[src/rtl/packet_injector_pkg.sv]
// Shared flit geometry, flit-type codes and the flit assembly helper
// for the packet injector.
package packet_injector_pkg;

    localparam int FLIT_WIDTH       = 32;
    localparam int FLIT_DST_WIDTH   = 4;
    localparam int FLIT_ID_WIDTH    = 8;
    localparam int BUFFERSIZE_WIDTH = 4;
    localparam int BODYFLITAMOUNT   = 8;

    localparam int TYPE_WIDTH = 2;
    localparam int TYPE_LSB   = FLIT_WIDTH - TYPE_WIDTH;
    localparam int SRC_LSB    = TYPE_LSB - FLIT_DST_WIDTH;
    localparam int DST_LSB    = SRC_LSB - FLIT_DST_WIDTH;
    localparam int ID_LSB     = DST_LSB - FLIT_ID_WIDTH;
    localparam int SEQ_WIDTH  = ID_LSB;

    // One extra bit so the tail index (amount + 1) never wraps.
    localparam int CNT_WIDTH = BUFFERSIZE_WIDTH + 1;

    typedef enum logic [1:0] {
        FLIT_BODY = 2'b00,
        FLIT_TAIL = 2'b01,
        FLIT_HEAD = 2'b10
    } flit_type_e;

    typedef logic [FLIT_WIDTH-1:0] flit_t;

    function automatic flit_t make_flit(
        input flit_type_e                ftype,
        input logic [FLIT_DST_WIDTH-1:0] src,
        input logic [FLIT_DST_WIDTH-1:0] dst,
        input logic [FLIT_ID_WIDTH-1:0]  id,
        input logic [CNT_WIDTH-1:0]      seq
    );
        flit_t f;
        f = '0;
        f[TYPE_LSB +: TYPE_WIDTH]    = ftype;
        f[SRC_LSB +: FLIT_DST_WIDTH] = src;
        f[DST_LSB +: FLIT_DST_WIDTH] = dst;
        f[ID_LSB +: FLIT_ID_WIDTH]   = id;
        f[SEQ_WIDTH-1:0]             = SEQ_WIDTH'(seq);
        return f;
    endfunction

endpackage

[src/rtl/packet_injector.sv]
// Per-port head/body/tail flit generator with credit flow control.
// Define PACKET_INJECTOR_TRACE_EN for simulation-only start/tail trace.
module packet_injector
    import packet_injector_pkg::*;
#(
    parameter int P_LOCAL_ID = 0
) (
    input  logic                        CLK,
    input  logic                        RST,
    input  logic                        startSignal,
    input  logic [FLIT_DST_WIDTH-1:0]   packet_destination,
    input  logic [FLIT_ID_WIDTH-1:0]    packet_id,
    input  logic [BUFFERSIZE_WIDTH-1:0] flit_amount,
    input  logic [BUFFERSIZE_WIDTH-1:0] credit_feedback,
    output logic                        data_valid,
    output logic [FLIT_WIDTH-1:0]       data_out,
    output logic                        finished
);

    localparam logic [1:0] ST_IDLE = 2'd0;
    localparam logic [1:0] ST_SEND = 2'd1;
    localparam logic [1:0] ST_DONE = 2'd2;

    localparam logic [FLIT_DST_WIDTH-1:0] SRC_ID =
        FLIT_DST_WIDTH'(P_LOCAL_ID);

    if (FLIT_WIDTH < TYPE_WIDTH + 2 * FLIT_DST_WIDTH + FLIT_ID_WIDTH)
    begin : g_width_chk
        $error("packet_injector: FLIT_WIDTH too small for flit fields");
    end

    logic [1:0]                  state_q, state_d;
    logic                        start_prev_q, start_prev_d;
    logic [FLIT_DST_WIDTH-1:0]   dst_q, dst_d;
    logic [FLIT_ID_WIDTH-1:0]    id_q, id_d;
    logic [BUFFERSIZE_WIDTH-1:0] amount_q, amount_d;
    logic [CNT_WIDTH-1:0]        cnt_q, cnt_d;
    logic                        data_valid_q, data_valid_d;
    logic [FLIT_WIDTH-1:0]       data_out_q, data_out_d;
    logic                        finished_q, finished_d;

    logic                        start_rise;
    logic                        has_credit;
    logic [CNT_WIDTH-1:0]        last_idx;
    flit_type_e                  ftype;

    assign start_rise = startSignal & ~start_prev_q;
    assign has_credit = (credit_feedback != '0);
    assign last_idx   = CNT_WIDTH'(amount_q) + CNT_WIDTH'(1);

    always_comb begin
        state_d      = state_q;
        start_prev_d = startSignal;
        dst_d        = dst_q;
        id_d         = id_q;
        amount_d     = amount_q;
        cnt_d        = cnt_q;
        data_valid_d = 1'b0;
        data_out_d   = data_out_q;
        finished_d   = 1'b0;

        ftype = FLIT_BODY;
        if (cnt_q == '0) begin
            ftype = FLIT_HEAD;
        end else if (cnt_q == last_idx) begin
            ftype = FLIT_TAIL;
        end

        case (state_q)
            ST_IDLE: begin
                if (start_rise) begin
                    dst_d    = packet_destination;
                    id_d     = packet_id;
                    amount_d = flit_amount;
                    cnt_d    = '0;
                    state_d  = ST_SEND;
                end
            end
            ST_SEND: begin
                // Without credit the last flit stays on data_out.
                if (has_credit) begin
                    data_valid_d = 1'b1;
                    data_out_d   = make_flit(ftype, SRC_ID, dst_q,
                                             id_q, cnt_q);
                    cnt_d        = cnt_q + CNT_WIDTH'(1);
                    if (cnt_q == last_idx) begin
                        state_d = ST_DONE;
                    end
                end
            end
            ST_DONE: begin
                finished_d = 1'b1;
                state_d    = ST_IDLE;
            end
            default: begin
                state_d = ST_IDLE;
            end
        endcase
    end

    always_ff @(posedge CLK) begin
        if (RST) begin
            state_q      <= ST_IDLE;
            start_prev_q <= 1'b0;
            dst_q        <= '0;
            id_q         <= '0;
            amount_q     <= '0;
            cnt_q        <= '0;
            data_valid_q <= 1'b0;
            data_out_q   <= '0;
            finished_q   <= 1'b0;
        end else begin
            state_q      <= state_d;
            start_prev_q <= start_prev_d;
            dst_q        <= dst_d;
            id_q         <= id_d;
            amount_q     <= amount_d;
            cnt_q        <= cnt_d;
            data_valid_q <= data_valid_d;
            data_out_q   <= data_out_d;
            finished_q   <= finished_d;
        end
    end

    assign data_valid = data_valid_q;
    assign data_out   = data_out_q;
    assign finished   = finished_q;

`ifdef PACKET_INJECTOR_TRACE_EN
    always @(posedge CLK) begin
        if (!RST && state_q == ST_IDLE && start_rise) begin
            $display("%0t: injector %0d start id=%0d size=%0d dst=%0d",
                     $time, P_LOCAL_ID, packet_id,
                     int'(flit_amount) + 2, packet_destination);
        end
        if (!RST && state_q == ST_SEND && has_credit
            && cnt_q == last_idx) begin
            $display("%0t: injector %0d tail id=%0d",
                     $time, P_LOCAL_ID, id_q);
        end
    end
`else
`endif

endmodule

[config.mk]
export PLATFORM = sky130hd
export DESIGN_NAME = packet_injector
export DESIGN_NICKNAME = d
export VERILOG_FILES = /design/src/rtl/packet_injector_pkg.sv /design/src/rtl/packet_injector.sv
export SDC_FILE = /design/constraint.sdc
export NUM_CORES = 1
export LEC_CHECK = 0
export BUFFER_PORTS_ARGS = -buffer_cell sky130_fd_sc_hd__clkbuf_2
export CAP_MARGIN = 25
export CELL_PAD_IN_SITES_DETAIL_PLACEMENT = 1
export CELL_PAD_IN_SITES_GLOBAL_PLACEMENT = 1
export CORE_UTILIZATION = 39
export DETAILED_ROUTE_END_ITERATION = 6
export GPL_ROUTABILITY_DRIVEN = 0
export PLACE_DENSITY = 0.9
export SYNTH_ARGS = -nofsm -noshare
export SYNTH_HDL_FRONTEND = slang
export SYNTH_SLANG_ARGS = --single-unit
[constraint.sdc]
create_clock -name CLK -period 2.77 [get_ports CLK]
set_input_delay 0.1385 -clock CLK [delete_from_list [all_inputs] [get_ports CLK]]
set_output_delay 0.1385 -clock CLK [all_outputs]
set_load 0.01 [all_outputs]
; Word level (Yosys, flattened, before mapping)
; Cells that the tools add are included.
; W data, S select, Z words.
[totals]
wordCells = 40
output_inout_bits = 34
in_bits = 23
reg_bits = 45
[op_classes]
n_mux = 11
eq_ne = 6
reduce_logical = 9
bitwise_logic = 3
n_addsub = 2
[ops]
columns = cell, count
row1 = $mux W5, 2
row2 = $pmux W5 S2, 1
row3 = $mux W2, 4
row4 = $ne A2 B2 Y1 const B, 3
row5 = $reduce_and A3 Y1, 2
row6 = $add A4 B1 Y5 const B, 1
row7 = $add A5 B1 Y5 const B, 1
row8 = $eq A5 B5 Y1, 1
row9 = $logic_not A5 Y1, 1
row10 = $pmux W2 S2, 1
row11 = $reduce_and A2 Y1, 2
row12 = $reduce_bool A4 Y1, 1
row13 = $mux W1, 3
row14 = $eq A2 B1 Y1 const B, 1
row15 = $eq A2 B2 Y1 const B, 1
row16 = $logic_not A2 Y1, 1
row17 = $not A1 Y1, 2
row18 = $reduce_bool A2 Y1, 1
row19 = $reduce_or A2 Y1, 1
row20 = $and A1 B1 Y1, 1

; Depth between registers and ports, before layout
[logic_depth]
ltp_word = 5
depth_mapped = 5
depth_no_buf = 5

; Worst setup path after synthesis
; Ideal clock, no wire load.
[synth_timing]
path_kind = flip-flop to flip-flop
start = reg state_q[1]
end = reg cnt_q[4]
setup_ns = 0.070
path_stages_with_launch = 5
path_buffers = 0
t_required_ns = 2.700
synth_period_minus_slack_ns = 1.579
arrival_ns = 1.509
slack_ns = 1.191
cell_sequence = dfxtp_1 > nor4b_4 > a21oi_2 > or4_1 > a21oi_1
[synth_between]
elab_chain_len = 3
elab_cells_between_ends = 7
cone_classes = 3 x eq/ne / 1 x mux / 3 x reduce/logical
[synth_rtl]
columns = item, line_no
row1 = start: declaration, packet_injector.sv:32  ; logic [1:0] state_q, state_d;
row2 = start signal: assignment, packet_injector.sv:113  ; state_q <= state_d;
row3 = $eq A2 B1 Y1 or $logic_not A2 Y1 (tied branches), packet_injector.sv:69  ; case (state_q)
row4 = $ne A2 B2 Y1 (no line) or $reduce_bool A2 Y1 (tied branches), n/a
row5 = $reduce_and A3 Y1 (no line), n/a
row6 = end signal: assignment, packet_injector.sv:118  ; cnt_q <= cnt_d;
row7 = end: declaration, packet_injector.sv:37  ; logic [CNT_WIDTH-1:0] cnt_q, cnt_d;
; Parallel ways exist; a longest one is shown, timed or not.
; A chain may end at the register's enable or synchronous reset.

; Worst setup path after layout
[layout_timing]
start = reg amount_q[0]
end = reg state_q[0]
[layout_between]
elab_chain_len = 4
[layout_rtl]
columns = item, line_no
row1 = start: declaration, packet_injector.sv:36  ; logic [BUFFERSIZE_WIDTH-1:0] amount_q, amount_d;
row2 = start signal: assignment, packet_injector.sv:117  ; amount_q <= amount_d;
row3 = $add A4 B1 Y5, packet_injector.sv:49  ; assign last_idx = CNT_WIDTH'(amount_q) + CNT_WIDTH'(1);
row4 = $eq A5 B5 Y1, packet_injector.sv:86  ; if (cnt_q == last_idx) begin
row5 = $ne A2 B2 Y1 (no line), n/a
row6 = $reduce_and A3 Y1 (no line), n/a
; No other way between the ends.

==> flow_summary.toml <==
[timing]
worst_pin_slew_ns = 0.878
finalSetupViolations = 0
fin_setup_tns_ns = 0
fmax_mhz = 576
slew_viol_final = 0
fin_ws_ns = 1.03
finClkSkew_ns = 0.00983
rsz0062_at_grt = "false"
hold_violations = 0
max-slew-margin-rel = 0.415
period_needed_ns = 1.74
period_share = 0.627

[die]
io_pins = 57
core_area_sq_um = 4470
initial_core_util = 0.414
die_w_um = 70.9
num_rows = 24
die_area_sq_um = 5030
chipHeight_um = 70.9

[worst_setup_path]
cp_num_cells = 5
critPathLaunchType = "flip-flop"
cp.arrival_ns = 1.92
path_buf_inv = 0
critPathMaxStageDelay_ns = 0.35
path_class = "reg2reg"
crit_slowest_cell = "dfxtp_1"
r2r-start = "amount_q[0]$_SDFFE_PP0P_"
reg2reg_depth = 5
rr_endpoint = "state_q[0]$_SDFFE_PP0P_"
critPathTopFamily = "compound AO/OA/AOI/OAI gates"
cp_max_fo = 4
ff2ff_setup_slack_ns = 1.03
crit_end = "state_q[0]$_SDFFE_PP0P_"
crit_chain = "ha_1 > o21ba_2 > a221oi_1 > o2111ai_1 > o31a_1"
required_ns = 2.96
end_kind = "flip-flop"
crit_start = "amount_q[0]$_SDFFE_PP0P_"

[clock_tree]
cts_resized = 0
clk_pin_slew_worst_paths_ns = 0.09
root_buffer = "clkbuf_8"
max-clock-path-buffers = 2
cts_tree = "done"
holdBufCountCts = 0
cts.sink_count = 45
cts_made_buffers = 5
postCtsSetupRepairBufs = 0
cts_max_level = 2
worstSkewPairLatency_ns = 0.30

[placed_design]
port_buffers = 43
dp_hpwl_um = 3070
place_ws_ns = 0.944

[synth]
ys_seq_area_frac = 0.486
synth.top_cell.area_share = 0.486
synth_area_leaders = "dfxtp_1 49%, nand2_1 14%, a21oi_1 11%"
syn-instance-count = 227
ys_warn_count = 0
yosysUniqueCellTypes = 34
ys_ff_latch = 45
synthesis.area_sq_um = 1850
synth.largest_area_cell = "dfxtp_1"
syn_area_per_cell_sq_um = 8.16

[layout]
regArea_sq_um = 901
multiInputGateArea_sq_um = 841
drive_gt1_frac = 0.206
syn_to_final_growth_pct = 16.5
n_antenna_cell = 0
nFillCells = 574
mostFrequentLayoutCell = "nand2_1"
fin_nets = 292
mostFrequentLayoutCells = "71 x nand2_1, 45 x dfxtp_1, 43 x clkbuf_2"

[drt]
drt-pass1-iter-count = 6
wl_per_cell_um = 13.6
drtIter0Drc = 100
vias = 1615
wirelength_um = 4330
drcViolationCount = 6
vias_per_cell = 5.06
ant_nets = 0

[global_route]
antenna_found_initial = 0
grt_use_total = 0.188
grt_overflow = 0
grt_pass1_wl_um = 7250
grt_max_degree = 45
grt_pass1_vias = 1639

[pwr]
pwr-share-comb = 0.121
pwr-share-seq = 0.515
p_total_mw = 1.36
clock_power_share = 0.364
swShare = 0.260
total_leakage_power_nw = 0.870
power-per-cell-area_nw_per_um2 = 629
intPower_mw = 1.00
ir_drop_mv = 0.369
power.switching_mw = 0.353

[run]
max_cap_violations = 0

[run_status]
violations = "DRC"
outcome = "complete, but fails checks"

[hold_path]
hp-class = "in2reg"
[flip-flops by register name, summed over array words and instances, names as in the netlist]
signal / flops
finished: 1
data_valid: 1
data_out: 19
cnt_q: 5
dst_q: 4
start_prev_q: 1
state_q: 2
amount_q: 4
id_q: 8
[layout make-up]
type / instances / share of cell area
Multi-Input combinational cell: 166 / 0.389
Clock inverter: 2 / 0.0180
Clock buffer: 6 / 0.0336
Timing Repair Buffer: 45 / 0.107
Inverter: 3 / 0.00521
Tap cell: 52 / 0.0301
Sequential cell: 45 / 0.417
[logic make-up after synthesis]
logic type                 synth area share
adders and majority gates            0.0203
other                               0.00202
xor gates and xnor gates             0.0236
and+or+nand+nor                       0.233
AOI/OAI and AO/OA                     0.151
buffers and inverters                0.0844
DFF                                   0.486
[power by group through the flow]
stage / logic, mW / clock network [mW] / registers [mW]
final: 0.165 / 0.494 / 0.699
after global routing: 0.188 / 0.526 / 0.703
after CTS: 0.167 / 0.505 / 0.699
after detailed placement: 0.166 / 0 / 0.715
after global placement: 0.162 / 0 / 0.712
after floorplan: 0.124 / 0 / 0.713
[tightest hold or removal path, stage by stage]
cell	delay, ns
clkbuf_2	0.08
nand2_1	0.05
a21oi_1	0.05
[cell usage after synthesis]
| library cell | count |
|---|---|
| a21oi_1 | 40 |
| a21oi_2 | 1 |
| a221oi_1 | 1 |
| buf_2 | 2 |
| buf_4 | 13 |
| clkbuf_1 | 10 |
| conb_1 | 1 |
| dfxtp_1 | 45 |
| ha_1 | 3 |
| inv_1 | 3 |
| nand2_1 | 71 |
| nand2b_1 | 2 |
| nand3_1 | 2 |
| nand3b_1 | 2 |
| nand4_1 | 1 |
| nor2_1 | 4 |
| nor2b_1 | 2 |
| nor3_1 | 2 |
| nor3b_1 | 1 |
| nor4_1 | 1 |
| nor4b_1 | 1 |
| nor4b_4 | 1 |
| o2111ai_1 | 1 |
| o211ai_1 | 1 |
| o21ai_0 | 2 |
| o21ba_2 | 1 |
| o31a_1 | 1 |
| o31ai_1 | 1 |
| o41ai_1 | 1 |
| or3_1 | 2 |
| or4_1 | 2 |
| or4b_1 | 1 |
| xnor2_1 | 4 |
| xor2_1 | 1 |
[metal layers]
layer  global-route usage  vias to the layer above  part of all wire
met3               0.0299                        7             0.034
li1                     -                      808                 -
met5                    0                        -                 0
met2                0.354                       38              0.51
met4               0.0800                        0             0.018
met1                0.208                      762              0.44
[worst min path at each step]
stage | start | to | slack [ns] | cells past startpoint
finish | packet_destination[3] | dst_q[3]$_SDFFE_PP0P_ | 0.05 | 3
floorplan | startSignal | start_prev_q$_SDFF_PP0_ | 0.27 | 1
global placement | packet_id[4] | id_q[4]$_SDFFE_PP0P_ | 0.37 | 3
detailed placement | packet_destination[3] | dst_q[3]$_SDFFE_PP0P_ | 0.37 | 3
CTS | packet_destination[1] | dst_q[1]$_SDFFE_PP0P_ | 0.05 | 3
global route | packet_id[7] | id_q[7]$_SDFFE_PP0P_ | 0.06 | 3
[stage by stage]
| step | hold slack [ns] | instances | instance area [sq um] | utilization |
|---|---|---|---|---|
| 6_report | 0.0501 | 319 | 2160 | 0.483 |
| 5_1_grt | 0.0637 | 319 | 2160 | 0.483 |
| 4_1_cts | 0.0463 | 319 | 2160 | 0.483 |
| 3_5_place_dp | 0.373 | 311 | 2050 | 0.458 |
| 3_3_place_gp | 0.367 | 311 | 2050 | 0.458 |
| 2_1_floorplan | 0.267 | 239 | 1900 | - |
Note: power is estimated with default switching activity, not from simulation.
